===== src/rtl/pad_thru_cfg_sequencer.sv =====
// Serial configuration sequencer for the openframe pad ring: streams one word per pad over thru0/thru1, then strobes load.
// Optional abort input is enabled by defining PAD_CFG_ABORT_EN.
module pad_thru_cfg_sequencer #(
    parameter int NUM_PADS = 44,
    parameter int CFG_BITS = 13,
    parameter int CLK_DIV  = 4,
    localparam int AW = (NUM_PADS > 1) ? $clog2(NUM_PADS) : 1
) (
    input  logic                clock,
    input  logic                reset,
    input  logic                start,
`ifdef PAD_CFG_ABORT_EN
    input  logic                abort,
`endif
    output logic [AW-1:0]       cfg_addr,
    input  logic [CFG_BITS-1:0] cfg_data,
    output logic                serial_data,
    output logic                serial_clock,
    output logic                serial_load,
    output logic                busy,
    output logic                done
);

    localparam int BW = (CFG_BITS > 1) ? $clog2(CFG_BITS) : 1;
    localparam int DW = (CLK_DIV > 1) ? $clog2(CLK_DIV) : 1;
    localparam logic [AW-1:0] LAST_PAD = AW'(NUM_PADS - 1);
    localparam logic [BW-1:0] MSB_BIT  = BW'(CFG_BITS - 1);
    localparam logic [DW-1:0] DIV_LAST = DW'(CLK_DIV - 1);

    typedef enum logic [2:0] {
        IDLE,
        FETCH,
        SHIFT_LO,
        SHIFT_HI,
        LOAD,
        DONE
    } state_t;

    state_t              state_reg, state_next;
    logic [AW-1:0]       pad_reg, pad_next;
    logic [BW-1:0]       bit_reg, bit_next;
    logic [DW-1:0]       div_reg, div_next;
    logic [CFG_BITS-1:0] shift_reg, shift_next;

    logic                serial_data_reg, serial_data_next;
    logic                serial_clock_reg, serial_clock_next;
    logic                serial_load_reg, serial_load_next;
    logic                busy_reg, busy_next;
    logic                done_reg, done_next;

    logic [CFG_BITS-1:0] bit_sel_next;
    logic                phase_end;
    logic                abort_req;

    assign phase_end = (div_reg == DIV_LAST);

`ifdef PAD_CFG_ABORT_EN
    assign abort_req = abort && (state_reg != IDLE) && (state_reg != DONE);
`else
    assign abort_req = 1'b0;
`endif

    // One-hot select of the bit that will be on the wire next cycle; avoids
    // indexing past CFG_BITS when it is not a power of two.
    generate
        for (genvar gi = 0; gi < CFG_BITS; gi++) begin : g_bit_sel
            assign bit_sel_next[gi] = (bit_next == BW'(gi));
        end
    endgenerate

    always_comb begin
        state_next = state_reg;
        pad_next   = pad_reg;
        bit_next   = bit_reg;
        div_next   = div_reg;
        shift_next = shift_reg;

        case (state_reg)
            IDLE: begin
                if (start) begin
                    state_next = FETCH;
                    pad_next   = LAST_PAD;
                    div_next   = '0;
                end
            end
            FETCH: begin
                shift_next = cfg_data;
                bit_next   = MSB_BIT;
                div_next   = '0;
                state_next = SHIFT_LO;
            end
            SHIFT_LO: begin
                if (phase_end) begin
                    div_next   = '0;
                    state_next = SHIFT_HI;
                end else begin
                    div_next = div_reg + DW'(1);
                end
            end
            SHIFT_HI: begin
                if (phase_end) begin
                    div_next = '0;
                    if (bit_reg != '0) begin
                        bit_next   = bit_reg - BW'(1);
                        state_next = SHIFT_LO;
                    end else if (pad_reg != '0) begin
                        pad_next   = pad_reg - AW'(1);
                        state_next = FETCH;
                    end else begin
                        state_next = LOAD;
                    end
                end else begin
                    div_next = div_reg + DW'(1);
                end
            end
            LOAD: begin
                if (phase_end) begin
                    div_next   = '0;
                    state_next = DONE;
                end else begin
                    div_next = div_reg + DW'(1);
                end
            end
            DONE: begin
                state_next = IDLE;
            end
            default: begin
                state_next = IDLE;
            end
        endcase

        if (abort_req) begin
            state_next = IDLE;
            div_next   = '0;
        end
    end

    // Pad-facing outputs are decoded from the next state and registered so
    // thru0/thru1 and the load strobe leave the core glitch-free.
    always_comb begin
        serial_clock_next = (state_next == SHIFT_HI);
        serial_load_next  = (state_next == LOAD);
        done_next         = (state_next == DONE);
        busy_next         = (state_next == FETCH) || (state_next == SHIFT_LO) ||
                            (state_next == SHIFT_HI) || (state_next == LOAD);
        serial_data_next  = ((state_next == SHIFT_LO) || (state_next == SHIFT_HI)) &&
                            (|(shift_next & bit_sel_next));
    end

    always_ff @(posedge clock) begin
        if (reset) begin
            state_reg        <= IDLE;
            pad_reg          <= '0;
            bit_reg          <= '0;
            div_reg          <= '0;
            shift_reg        <= '0;
            serial_data_reg  <= 1'b0;
            serial_clock_reg <= 1'b0;
            serial_load_reg  <= 1'b0;
            busy_reg         <= 1'b0;
            done_reg         <= 1'b0;
        end else begin
            state_reg        <= state_next;
            pad_reg          <= pad_next;
            bit_reg          <= bit_next;
            div_reg          <= div_next;
            shift_reg        <= shift_next;
            serial_data_reg  <= serial_data_next;
            serial_clock_reg <= serial_clock_next;
            serial_load_reg  <= serial_load_next;
            busy_reg         <= busy_next;
            done_reg         <= done_next;
        end
    end

    // pad_reg only moves on entry to FETCH, so it doubles as the held address.
    assign cfg_addr     = pad_reg;
    assign serial_data  = serial_data_reg;
    assign serial_clock = serial_clock_reg;
    assign serial_load  = serial_load_reg;
    assign busy         = busy_reg;
    assign done         = done_reg;

endmodule


===== config.mk =====
export PLATFORM = sky130hd
export DESIGN_NAME = pad_thru_cfg_sequencer
export DESIGN_NICKNAME = d
export VERILOG_FILES = /design/src/rtl/pad_thru_cfg_sequencer.sv
export SDC_FILE = /design/constraint.sdc
export NUM_CORES = 1
export LEC_CHECK = 0
export ABC_AREA = 1
export ABC_CLOCK_PERIOD_IN_PS = 4300
export CORE_UTILIZATION = 55
export DETAILED_ROUTE_END_ITERATION = 10
export GPL_TIMING_DRIVEN = 1
export PLACE_DENSITY = 0.9
export REMOVE_ABC_BUFFERS = 1
export SYNTH_ARGS = -nofsm -noshare
export SYNTH_HDL_FRONTEND = slang
export SYNTH_SLANG_ARGS = --single-unit

===== constraint.sdc =====
create_clock -name clock -period 4.3 [get_ports clock]
set_input_delay 1.29 -clock clock [delete_from_list [all_inputs] [get_ports clock]]
set_output_delay 1.29 -clock clock [all_outputs]
set_load 0.02 [all_outputs]

==> flow_summary.rst <==
.. list-table::
   :header-rows: 1

   * - Metric
     - Value
   * - TritonCTS clock tree
     - built
   * - Core Area
     - 2853 sq um
   * - Run status
     - finished with violations
   * - Summed negative setup slack over all endpoints
     - 0 ps
   * - Final critical-path required period
     - 2645 ps
   * - Worst-skew pair later-pin latency
     - 330 ps
   * - Hold buffers post-CTS
     - 0
   * - Layout fillers
     - 256
   * - Worst-Margin Slew
     - 639.2 ps
   * - Post-CTS repair timing setup buffer count
     - 0
   * - Post-synth top area share
     - 38.68%
   * - Delay of the slowest cell on the worst path
     - 620 ps
   * - Fmax
     - 0.3780 GHz
   * - Htree depth
     - 2
   * - Final period utilization
     - 61.52%
   * - Number of core rows
     - 19
   * - First DRT Iteration DRCs
     - 67
   * - Total die area
     - 3332 sq um
   * - Pre-antenna DRT Iters
     - 7
   * - Die H
     - 57.73 um
   * - Violations in the final reports
     - design-rule violations
   * - Sink count of the clock tree
     - 33
   * - Post-DRT Antenna Nets
     - 0
   * - Clock skew
     - 2.525 ps
   * - Kind of cell adding the most delay to the critical path
     - buffers and inverters
   * - Number of antenna repair diodes
     - 0
   * - Synthesized area
     - 1708 sq um
   * - Buffer and inverter count on the worst path
     - 1
   * - Relative slew margins
     - 57.25%
   * - Vias per cell
     - 5.363
   * - Number of different library cells in the post-synthesis netlist
     - 32
   * - Share of cell area taken by muxes after synthesis
     - 0%
   * - Portion of the post-synthesis area used by sequential elements
     - 38.68%
   * - Maximum capacitance violations
     - 0
   * - Global-route wire length before repair
     - 5692 um
   * - Most common cell after layout, fill and taps aside
     - sky130_fd_sc_hd__nand2_1
   * - Worst slack, placed
     - 1633 ps
   * - Detailed-route DRC error count
     - 3
   * - Combined global-route utilization of all metal layers
     - 22.03%
   * - Post-Synthesis Mean Instance Area
     - 6.943 sq um
   * - Final net count
     - 294
   * - Worst Slack Setup Final
     - 1655 ps
   * - Gp weighted congestion
     - 0.9090
   * - Vias post-DR
     - 1641
   * - Xor and xnor area share after synthesis
     - 1.026%
   * - Clk pin slew, worst setup/hold paths
     - 100 ps
   * - Required time at the worst-slack endpoint
     - 3010 ps
   * - Compound-cell area share of the yosys netlist
     - 10.77%
   * - Gates resized, CTS repair
     - 0
   * - Detailed-placement wirelength estimate
     - 2518 um
   * - Async SR Flop Fraction
     - 0%
   * - Number of antenna violations at the first check in global routing
     - 0
   * - Drt total wl
     - 3357 um
   * - Sum of overflow across all layers after global routing
     - 0
   * - Static leakage
     - 0.8913 nW
   * - Data arrival time of the critical path
     - 1360 ps
   * - Critical Path Fanout Max
     - 5
   * - Clock root buffer
     - sky130_fd_sc_hd__clkbuf_4
   * - Layout Utilization
     - 71.40%
   * - Fraction of the mapped netlist area in simple logic gates
     - 38.97%
   * - Initial Util
     - 59.87%
   * - # port buffers
     - 26
   * - Total number of yosys warnings
     - 0
   * - Number of buffers inserted during clock tree synthesis
     - 5
   * - Area contributors post-synth
     - sky130_fd_sc_hd__dfxtp_1, sky130_fd_sc_hd__nand2_1, sky130_fd_sc_hd__nand3_1
   * - Sort of element at the start of the critical path
     - flop
   * - Endpoint kind of the worst setup timing path
     - output pin
   * - Detailed-route wire length per cell
     - 10.97 um
   * - Area share of fa/ha/maj cells after synthesis
     - 2.930%
   * - Post-synthesis to final-layout area growth
     - 19.27%
   * - RSZ-0062 raised after global routing
     - false
   * - Number of enable-type register cells in the synthesized netlist
     - 0
   * - Slowest cell on crit path
     - sky130_fd_sc_hd__clkdlybuf4s50_1
   * - Max rail drop VDD
     - 0.2554 mV
   * - Path type of the worst min-delay path
     - reg2reg
   * - Number of placed I/O pins
     - 27
   * - Most used cells in the layout excluding fill and tap cells
     - sky130_fd_sc_hd__nand2_1, sky130_fd_sc_hd__dfxtp_1, sky130_fd_sc_hd__nor2_1, sky130_fd_sc_hd__clkdlybuf4s50_1, sky130_fd_sc_hd__nand3_1
   * - Final number of max-transition violations
     - 0
   * - Layout cells sized above 1
     - 12.00%
   * - Number of cells produced by synthesis
     - 246
   * - Main synth FF type
     - sky130_fd_sc_hd__dfxtp_1
   * - Yosys top cell by area
     - sky130_fd_sc_hd__dfxtp_1
   * - Final number of hold-violating endpoints
     - 0
   * - Largest net degree at the start of global routing
     - 20
   * - Total power density per cell area
     - 351.7 nW/um^2
   * - Flop and latch count out of synthesis
     - 33
   * - Combinational family with the most area after synthesis
     - simple AND/OR/NAND/NOR gates
   * - Vias in the first global route
     - 1404
   * - # setup viols final
     - 0
   * - Largest register FFs
     - 13
   * - Horizontal die dimension
     - 57.73 um
   * - Critical-path cell list
     - clkdlybuf4s50_1
   * - Worst Setup Path Type
     - reg2out
   * - Bufs on Longest Clock Path
     - 2
[area by class of cell]
| cell class | instances | area, sq um | share of cell area (%) |
|---|---|---|---|
| multi-input cells | 181 | 917.1 | 45.02 |
| inverters | 26 | 97.59 | 4.791 |
| flip-flops and latches | 33 | 660.6 | 32.43 |
| repair buffers | 27 | 267.8 | 13.14 |
| clock buffers | 5 | 37.54 | 1.843 |
| well taps | 31 | 38.79 | 1.904 |
| clock inverters | 3 | 17.52 | 0.8600 |
[where the power goes]
part	switching (mW)	leakage, nW	total (mW)	internal (mW)
registers	0.0158	0.270	0.347	0.331
clock network	0.107	0.0310	0.168	0.0615
logic	0.116	0.590	0.201	0.0852
[stage by stage]
step | hold WS [ps] | cell area (sq um) | total power [mW] | instances
final | 475.9 | 2037 | 0.7164 | 306
after global routing | 495.3 | 2037 | 0.7570 | 306
after CTS | 479.3 | 2037 | 0.7184 | 306
after detailed placement | 463.7 | 1982 | 0.5537 | 298
after global placement | 460.2 | 1982 | 0.5478 | 298
after floorplan | 437.8 | 1675 | 0.4874 | 240
[kinds of logic (layout without fill, tap and decap cells)]
kind of cell,count (synthesis),in the layout
and+or+nand+nor,142,142
AOI/OAI and AO/OA,33,33
buffers and inverters,32,61
adders and majority gates,4,4
DFF,33,33
xor gates and xnor gates,2,2
[synth_stat cells, types with 2 or more instances]
cell / n
sky130_fd_sc_hd__nand2_1: 60
sky130_fd_sc_hd__dfxtp_1: 33
sky130_fd_sc_hd__nor2_1: 26
sky130_fd_sc_hd__nand3_1: 24
sky130_fd_sc_hd__inv_1: 17
sky130_fd_sc_hd__a21oi_1: 16
sky130_fd_sc_hd__inv_2: 7
sky130_fd_sc_hd__nor2_2: 6
sky130_fd_sc_hd__nand2_2: 5
sky130_fd_sc_hd__o21ai_1: 5
sky130_fd_sc_hd__ha_1: 4
sky130_fd_sc_hd__nand4_1: 4
sky130_fd_sc_hd__nor3_1: 4
sky130_fd_sc_hd__o21a_1: 4
sky130_fd_sc_hd__o21ai_0: 4
sky130_fd_sc_hd__or2_0: 3
sky130_fd_sc_hd__or2_1: 3
sky130_fd_sc_hd__a31oi_1: 2
sky130_fd_sc_hd__buf_2: 2
sky130_fd_sc_hd__clkbuf_1: 2
sky130_fd_sc_hd__clkinv_1: 2
sky130_fd_sc_hd__nand2_4: 2
sky130_fd_sc_hd__nand3_2: 2
[routing by layer]
metal  up-vias  GRT usage, %  wire length, um
met2        43         41.69             1755
met5         -             0                0
met3         5         6.027              140
met4         0         6.122               29
met1       740         23.98             1430
li1        853             -                -
[path summary, 6_finish.rpt]
check	from	slack, ps	cells after the start	endpoint
max	cfg_addr[2]	1650	1	cfg_addr[2]
min	div_reg[1]	480	2	div_reg[1]
max reg2reg	bit_reg[0]	2410	13	serial_data
min reg2reg	div_reg[1]	480	2	div_reg[1]
No activity file was read; power rests on OpenSTA's default activity.
